### config.mk
export PLATFORM = sky130hd
export DESIGN_NAME = rfm_cmd_issuer_flat
export DESIGN_NICKNAME = d
export VERILOG_FILES = /design/src/rtl/rfm_pkg.sv /design/src/rtl/rfm_cmd_issuer_if.sv /design/src/rtl/raa_counter.sv /design/src/rtl/rfm_cmd_issuer.sv /design/src/flat_wrapper.sv
export SDC_FILE = /design/constraint.sdc
export NUM_CORES = 1
export LEC_CHECK = 0
export ABC_CLOCK_PERIOD_IN_PS = 3600
export CORE_AREA = 2 2 93 95
export CTS_CLUSTER_SIZE = 8
export DETAILED_ROUTE_END_ITERATION = 6
export DIE_AREA = 0 0 95 97
export PLACE_DENSITY_LB_ADDON = 0.2
export SYNTH_ARGS = -nofsm -noshare
export SYNTH_HDL_FRONTEND = slang
export SYNTH_SLANG_ARGS = --single-unit
### constraint.sdc
create_clock -name clk -period 3.6 [get_ports clk]
set_input_delay 0.54 -clock clk [delete_from_list [all_inputs] [get_ports clk]]
set_output_delay 0.54 -clock clk [all_outputs]
set_load 0.01 [all_outputs]
### src/rtl/rfm_pkg.sv
// rfm_pkg: shared FSM encoding and default sizing for the RFM command issuer.
package rfm_pkg;
   typedef enum logic [2:0] {IDLE, ACT_ISSUE, RFM_ISSUE, RFM_WAIT, GAP} state_t;
   localparam int DEF_ADDR_SIZE = 18;
   localparam int DEF_RAA_IMT   = 8;
   localparam int DEF_RAA_MMT   = 24;
endpackage

### src/rtl/rfm_cmd_issuer_if.sv
// rfm_cmd_issuer_if: scheduler, tracker and refresh-engine signals of one bank's RFM issuer.
interface rfm_cmd_issuer_if import rfm_pkg::*; #(
   parameter int ADDR_SIZE = DEF_ADDR_SIZE,
   parameter int RAA_SIZE  = 8
) ();
   logic                 act_req_valid;
   logic [ADDR_SIZE-1:0] act_req_addr;
   logic                 act_req_ready;
   logic                 rfm_req;
   logic                 rfm_grant;
   logic                 ref_cmd;
   logic                 act_cmd;
   logic [ADDR_SIZE-1:0] act_addr;
   logic                 rfm_cmd;
   logic                 nrr_cmd;
   logic [ADDR_SIZE-1:0] nrr_addr;
   logic                 nrr_out_valid;
   logic [ADDR_SIZE-1:0] nrr_out_addr;
   logic [RAA_SIZE-1:0]  raa_cnt;
   logic                 busy;
   logic                 rfm_timeout;
   logic                 err_clr;
   modport master (
      output act_req_valid, act_req_addr, rfm_grant, ref_cmd, nrr_cmd, nrr_addr, err_clr,
      input  act_req_ready, rfm_req, act_cmd, act_addr, rfm_cmd, nrr_out_valid, nrr_out_addr,
             raa_cnt, busy, rfm_timeout
   );
   modport slave (
      input  act_req_valid, act_req_addr, rfm_grant, ref_cmd, nrr_cmd, nrr_addr, err_clr,
      output act_req_ready, rfm_req, act_cmd, act_addr, rfm_cmd, nrr_out_valid, nrr_out_addr,
             raa_cnt, busy, rfm_timeout
   );
endinterface

### src/rtl/raa_counter.sv
// raa_counter: rolling accumulated ACT count, saturating on increment and floored at 0 on decrement.
module raa_counter #(
   parameter int RAA_SIZE = 8,
   parameter int RAA_IMT  = 8
) (
   input  logic                clk,
   input  logic                rstn,
   input  logic                inc,
   input  logic                dec_ref,
   input  logic                dec_rfm,
   output logic [RAA_SIZE-1:0] cnt
);
   localparam int W = RAA_SIZE + 2;
   logic [W-1:0] net;
   // two extra bits: top bit flags underflow, next flags overflow
   assign net = W'(cnt) + W'(inc) - (dec_ref ? W'(RAA_IMT) : W'(0)) - (dec_rfm ? W'(RAA_IMT) : W'(0));
   always_ff @(posedge clk or negedge rstn)
      if (!rstn) cnt <= '0;
      else       cnt <= net[W-1] ? '0 : (net[W-2] ? '1 : net[RAA_SIZE-1:0]);
endmodule

### src/rtl/rfm_cmd_issuer.sv
// rfm_cmd_issuer: forwards ACTs to the RFM tracker, issues RFMs at RAA thresholds,
// returns NRR rows to the refresh engine, with command spacing and an NRR timeout.
module rfm_cmd_issuer import rfm_pkg::*; #(
   parameter int ADDR_SIZE   = DEF_ADDR_SIZE,
   parameter int RAA_SIZE    = 8,
   parameter int RAA_IMT     = DEF_RAA_IMT,
   parameter int RAA_MMT     = DEF_RAA_MMT,
   parameter int CMD_GAP     = 4,
   parameter int RFM_TIMEOUT = 16,
   parameter int TO_SIZE     = 5
) (
   input logic             clk,
   input logic             rstn,
   rfm_cmd_issuer_if.slave bus
);
   localparam int GW = $clog2(CMD_GAP + 1);
   state_t              state, state_nx;
   logic [GW-1:0]       gap_cnt;
   logic [TO_SIZE-1:0]  to_cnt;
   logic [RAA_SIZE-1:0] raa;
   logic                nrr_prev, nrr_edge, timeout_hit, rfm_go, at_max, nrr_take, rfm_done;
   assign at_max      = raa >= RAA_SIZE'(RAA_MMT);
   assign rfm_go      = bus.rfm_req & bus.rfm_grant;
   assign nrr_edge    = bus.nrr_cmd & ~nrr_prev;
   assign nrr_take    = state == RFM_WAIT && nrr_edge;
   assign timeout_hit = state == RFM_WAIT && !nrr_edge && to_cnt == TO_SIZE'(RFM_TIMEOUT);
   assign rfm_done    = nrr_take | timeout_hit;
   assign bus.rfm_req       = raa >= RAA_SIZE'(RAA_IMT);
   assign bus.act_req_ready = state == IDLE && !at_max && !rfm_go;
   assign bus.act_cmd       = state == ACT_ISSUE;
   assign bus.rfm_cmd       = state == RFM_ISSUE;
   assign bus.busy          = state != IDLE;
   assign bus.raa_cnt       = raa;
   always_comb begin
      state_nx = state;
      case (state)
         IDLE:      state_nx = (at_max || rfm_go) ? RFM_ISSUE :
                               (bus.act_req_valid && bus.act_req_ready) ? ACT_ISSUE : IDLE;
         ACT_ISSUE: state_nx = GAP;
         RFM_ISSUE: state_nx = RFM_WAIT;
         RFM_WAIT:  state_nx = rfm_done ? GAP : RFM_WAIT;
         GAP:       state_nx = gap_cnt == GW'(CMD_GAP - 1) ? IDLE : GAP;
         default:   state_nx = IDLE;
      endcase
   end
   always_ff @(posedge clk or negedge rstn)
      if (!rstn) begin
         state             <= IDLE;
         gap_cnt           <= '0;
         to_cnt            <= '0;
         nrr_prev          <= 1'b0;
         bus.act_addr      <= '0;
         bus.nrr_out_valid <= 1'b0;
         bus.nrr_out_addr  <= '0;
         bus.rfm_timeout   <= 1'b0;
      end else begin
         state             <= state_nx;
         gap_cnt           <= state == GAP ? gap_cnt + GW'(1) : '0;
         to_cnt            <= state == RFM_WAIT ? to_cnt + TO_SIZE'(1) : '0;
         nrr_prev          <= bus.nrr_cmd;
         bus.nrr_out_valid <= nrr_take;
         if (state_nx == ACT_ISSUE) bus.act_addr <= ADDR_SIZE'(bus.act_req_addr);
         if (nrr_take) bus.nrr_out_addr <= ADDR_SIZE'(bus.nrr_addr);
         // a timeout landing with err_clr keeps the flag set
         bus.rfm_timeout   <= timeout_hit | (bus.rfm_timeout & ~bus.err_clr);
      end
   // the RFM reached DRAM even on timeout, so both exits of RFM_WAIT retire RAA_IMT
   raa_counter #(.RAA_SIZE(RAA_SIZE), .RAA_IMT(RAA_IMT)) u_raa (
      .clk     (clk),
      .rstn    (rstn),
      .inc     (state == ACT_ISSUE),
      .dec_ref (bus.ref_cmd),
      .dec_rfm (rfm_done),
      .cnt     (raa)
   );
endmodule

### src/flat_wrapper.sv
// flat-port wrapper written by rule: the top's interface ports become plain ports
module rfm_cmd_issuer_flat import rfm_pkg::*;
#(
   parameter int ADDR_SIZE   = DEF_ADDR_SIZE,
   parameter int RAA_SIZE    = 8,
   parameter int RAA_IMT     = DEF_RAA_IMT,
   parameter int RAA_MMT     = DEF_RAA_MMT,
   parameter int CMD_GAP     = 4,
   parameter int RFM_TIMEOUT = 16,
   parameter int TO_SIZE     = 5
)
  (clk, rstn, bus_act_req_valid, bus_act_req_addr, bus_rfm_grant, bus_ref_cmd, bus_nrr_cmd, bus_nrr_addr, bus_err_clr, bus_act_req_ready, bus_rfm_req, bus_act_cmd, bus_act_addr, bus_rfm_cmd, bus_nrr_out_valid, bus_nrr_out_addr, bus_raa_cnt, bus_busy, bus_rfm_timeout);
  rfm_cmd_issuer_if #(.ADDR_SIZE(ADDR_SIZE), .RAA_SIZE(RAA_SIZE)) bus_i ();
  input logic clk;
  input logic rstn;
  input wire logic [$bits(bus_i.act_req_valid)-1:0] bus_act_req_valid;
  input wire logic [$bits(bus_i.act_req_addr)-1:0] bus_act_req_addr;
  input wire logic [$bits(bus_i.rfm_grant)-1:0] bus_rfm_grant;
  input wire logic [$bits(bus_i.ref_cmd)-1:0] bus_ref_cmd;
  input wire logic [$bits(bus_i.nrr_cmd)-1:0] bus_nrr_cmd;
  input wire logic [$bits(bus_i.nrr_addr)-1:0] bus_nrr_addr;
  input wire logic [$bits(bus_i.err_clr)-1:0] bus_err_clr;
  output wire logic [$bits(bus_i.act_req_ready)-1:0] bus_act_req_ready;
  output wire logic [$bits(bus_i.rfm_req)-1:0] bus_rfm_req;
  output wire logic [$bits(bus_i.act_cmd)-1:0] bus_act_cmd;
  output wire logic [$bits(bus_i.act_addr)-1:0] bus_act_addr;
  output wire logic [$bits(bus_i.rfm_cmd)-1:0] bus_rfm_cmd;
  output wire logic [$bits(bus_i.nrr_out_valid)-1:0] bus_nrr_out_valid;
  output wire logic [$bits(bus_i.nrr_out_addr)-1:0] bus_nrr_out_addr;
  output wire logic [$bits(bus_i.raa_cnt)-1:0] bus_raa_cnt;
  output wire logic [$bits(bus_i.busy)-1:0] bus_busy;
  output wire logic [$bits(bus_i.rfm_timeout)-1:0] bus_rfm_timeout;
  assign bus_i.act_req_valid = bus_act_req_valid;
  assign bus_i.act_req_addr = bus_act_req_addr;
  assign bus_i.rfm_grant = bus_rfm_grant;
  assign bus_i.ref_cmd = bus_ref_cmd;
  assign bus_i.nrr_cmd = bus_nrr_cmd;
  assign bus_i.nrr_addr = bus_nrr_addr;
  assign bus_i.err_clr = bus_err_clr;
  assign bus_act_req_ready = bus_i.act_req_ready;
  assign bus_rfm_req = bus_i.rfm_req;
  assign bus_act_cmd = bus_i.act_cmd;
  assign bus_act_addr = bus_i.act_addr;
  assign bus_rfm_cmd = bus_i.rfm_cmd;
  assign bus_nrr_out_valid = bus_i.nrr_out_valid;
  assign bus_nrr_out_addr = bus_i.nrr_out_addr;
  assign bus_raa_cnt = bus_i.raa_cnt;
  assign bus_busy = bus_i.busy;
  assign bus_rfm_timeout = bus_i.rfm_timeout;
  rfm_cmd_issuer #(.ADDR_SIZE(ADDR_SIZE), .RAA_SIZE(RAA_SIZE), .RAA_IMT(RAA_IMT), .RAA_MMT(RAA_MMT), .CMD_GAP(CMD_GAP), .RFM_TIMEOUT(RFM_TIMEOUT), .TO_SIZE(TO_SIZE)) u_core (.clk(clk), .rstn(rstn), .bus(bus_i));
endmodule
==> impl_metrics.env <==
export IMPL_status="finished clean"
export IMPL_clock_fmax_mhz=297.4
export IMPL_power_leakage_nw=1.630
export IMPL_period_needed_ns=3.362
export IMPL_clk_latency_ns=0.33
export IMPL_synth_simple_area_share=0.1084
export IMPL_yosysUniqueCellTypes=44
export IMPL_crit_buf_inv=2
export IMPL_synth_cells=194
export IMPL_synth_edf_count=0
export IMPL_cts_made_buffers=9
export IMPL_tns_ns=0
export IMPL_critPathTopFamily="simple AND/OR/NAND/NOR gates"
export IMPL_synth_warnings=0
export IMPL_synth_nets=246
export IMPL_core_area_um2=8134
export IMPL_seq_area_frac_synth=0.5639
export IMPL_cts_tree="done"
export IMPL_synth_seq_cells=58
export IMPL_pwr_share_seq=0.375
export IMPL_clk_pin_slew_ns=0.06
export IMPL_clockRootBuffer="clkbuf_8"
export IMPL_pwr_share_comb=0.452
export IMPL_crit_path_max_incr_delay_ns=0.44
export IMPL_gp_congestion=0.8384
export IMPL_max_cap_violations=0
export IMPL_io_pins=94
export IMPL_cp_depth=15
export IMPL_antenna_found_initial=0
export IMPL_finalCritPeriodShare=0.9339
export IMPL_via_count=1891
export IMPL_layout_common_cells="92 x clkdlybuf4s50_1, 57 x dfrtp_1, 35 x mux2_2, 11 x nor2_1, 11 x clkbuf_8"
export IMPL_clkPwrFrac=0.173
export IMPL_via_per_inst=4.623
export IMPL_routed_wl_um=5722
export IMPL_cp_data_required_time_ns=3.86
export IMPL_reg2regPathDepth=15
export IMPL_drive_gt1_frac=0.2270
export IMPL_ant_nets=0
export IMPL_fin_skew_ns=0.007329
export IMPL_p_total_mw=3.014
export IMPL_syn_area_um2=2574
export IMPL_start_util=0.3164
export IMPL_critPathMaxFanout=6
export IMPL_hp_class="input pin to async pin"
export IMPL_grt_pass1_wl_um=9094
export IMPL_synth_flop_cell="dfrtp_1"
export IMPL_synth_compound_area_share=0.05834
export IMPL_cts_htree_levels=3
export IMPL_internal_power_mw=2.041
export IMPL_route_detailed_wl_per_inst_um=13.99
export IMPL_slew_headroom=0.5187
export IMPL_synthAdderAreaFrac=0.05056
export IMPL_powerDensity_nw_per_um2=787.2
export IMPL_cp_start_kind="register"
export IMPL_row_count=33
export IMPL_ir_worst_vdd_v=0.0003325
export IMPL_grt_pass1_vias=1915
export IMPL_cpMaxStageDelayCell="dfrtp_2"
export IMPL_finalMaxSlewViolations=0
export IMPL_fill_cells=774
export IMPL_dpl_hpwl_um=4180
export IMPL_die_area_um2=9215
export IMPL_synth_area_mux_share=0.1629
export IMPL_fin_nets=352
export IMPL_hold_viol=0
export IMPL_cts_sinks=58
export IMPL_synth_avg_cell_area_um2=13.27
export IMPL_finalSetupViolCount=0
export IMPL_worst_pin_slew_ns=0.7219
export IMPL_path_cells="nor2b_4 -> nor2b_2 -> ha_2 -> and2_1 -> nand2_1 -> xnor2_1 -> fa_1 -> inv_1 -> ha_1 -> nor2_1 -> nand4_1 -> a211oi_4 -> mux2i_1 -> buf_4 -> o21a_1"
export IMPL_layout_setup_ws_ns=0.2379
export IMPL_clock_path_buffers=2
export IMPL_rsz0062_at_grt="false"
export IMPL_area_growth_pct=48.76
export IMPL_drtIter0Drc=103
export IMPL_synthXorXnorAreaFrac=0.03063
export IMPL_swShare=0.3228
export IMPL_crit_path_end_kind="register"
export IMPL_dr_pass1_iters=4
export IMPL_dpl_cell_area_um2=3630
export IMPL_postLayoutCellArea_um2=3829
export IMPL_die_y_um=97
export IMPL_diodes=0
export IMPL_synth_top_family_by_area="multiplexers"
export IMPL_critPathKind="register to register"
export IMPL_async_reset_ff_frac=1.000
export IMPL_drcViolationCount=0
export IMPL_grt_ovfl_total=0
export IMPL_grt_max_degree=34
export IMPL_dpl_worst_slack_ns=0.05815
export IMPL_layout_commonest_cell="clkdlybuf4s50_1"
export IMPL_die_w_um=95
export IMPL_arrival_ns=3.62
export IMPL_grt_usage=0.1294
export IMPL_portBuffers=93
export IMPL_switchingPower_mw=0.9730
[metrics by stage]
stage | utilization | hold slack (ns) | cells
after global placement | 0.4462 | 0.4215 | 392
after detailed placement | 0.4462 | 0.4339 | 392
after CTS | 0.4672 | 0.2763 | 407
after global routing | 0.4707 | 0.3099 | 409
final | 0.4707 | 0.2689 | 409
after floorplan | - | 0.2444 | 194
[power by group through the flow]
stage               sequential [mW]  combinational, mW  clock, mW
finish                         1.13               1.36      0.522
floorplan                      1.21              0.555          0
global placement               1.13               1.34          0
detailed placement             1.14               1.35          0
global route                   1.17               1.48      0.571
CTS                            1.13               1.36      0.543
[logic make-up after synthesis]
logic type               after synthesis
AO/OA/AOI/OAI                         18
XOR/XNOR                               9
adder cells (fa/ha/maj)               10
buffers and inverters                 13
flip-flops                            58
multiplexers                          37
AND/OR/NAND/NOR                       49
[final cells by class]
cell class	instances	area (um^2)	share of cell area
inverters	9	33.78	0.008824
multi-input cells	123	1070	0.2794
repair buffers	99	970.9	0.2536
flip-flops and latches	58	1453	0.3794
well taps	105	131.4	0.03431
clock inverters	3	15.01	0.003922
clock buffers	12	155.1	0.04052
[cells in the mapped netlist, types with 2 or more instances]
| cell type | count | share of area |
|---|---|---|
| mux2_2 | 35 | 0.15 |
| o21a_1 | 6 | 0.017 |
| nor2b_1 | 3 | 0.0073 |
| a21boi_0 | 2 | 0.0058 |
| nand2_1 | 6 | 0.0087 |
| o21ai_0 | 3 | 0.0058 |
| dfrtp_1 | 58 | 0.56 |
| buf_4 | 2 | 0.0058 |
| xor2_1 | 5 | 0.017 |
| nor3b_1 | 2 | 0.0058 |
| nor3_1 | 2 | 0.0039 |
| nand3_1 | 7 | 0.014 |
| xnor2_1 | 4 | 0.014 |
| inv_1 | 9 | 0.013 |
| or3_1 | 2 | 0.0049 |
| nor2_1 | 11 | 0.016 |
| nand4_1 | 3 | 0.0073 |
| ha_1 | 8 | 0.039 |
[path summary, 6_finish.rpt]
| path | start | end | slack, ns |
|---|---|---|---|
| worst max-delay path | u_core.state[2]$_DFF_PN0_ | u_core.u_raa.cnt[2]$_DFF_PN0_ | 0.24 |
| worst min-delay path | rstn | u_core.bus.nrr_out_addr[2]$_DFFE_PN0P_ | 0.27 |
| min in group clk | u_core.gap_cnt[0]$_DFF_PN0_ | u_core.gap_cnt[0]$_DFF_PN0_ | 0.44 |
| worst max register to register | u_core.state[2]$_DFF_PN0_ | u_core.u_raa.cnt[2]$_DFF_PN0_ | 0.24 |
| max in group asynchronous | rstn | u_core.bus.act_addr[8]$_DFFE_PN0N_ | 2.50 |
| worst min register to register | u_core.gap_cnt[0]$_DFF_PN0_ | u_core.gap_cnt[0]$_DFF_PN0_ | 0.44 |
[state kept, by name, summed over array words and instances, names as in the netlist, 3 cells and up]
signal                   flops
u_core.bus.nrr_out_addr     18
u_core.u_raa.cnt             8
u_core.bus.act_addr         18
u_core.gap_cnt               3
u_core.state                 3
u_core.to_cnt                5
[per-layer routing]
| metal | GRT usage | share of wire | up-vias |
|---|---|---|---|
| met1 | 0.1578 | 0.42 | 917 |
| met3 | 0.05919 | 0.098 | 12 |
| li1 | - | - | 895 |
| met5 | 0 | 0 | - |
| met4 | 0.05686 | 0.020 | 0 |
| met2 | 0.1948 | 0.46 | 67 |
[what timing repair did]
action / 4_1_cts / 5_1_grt
hold buffers: 0 / 0
setup endpoints to repair: 0 / 7
gates resized for setup: 0 / 5
buffers inserted: 0 / 2
Power figures use the tool's default switching activity.
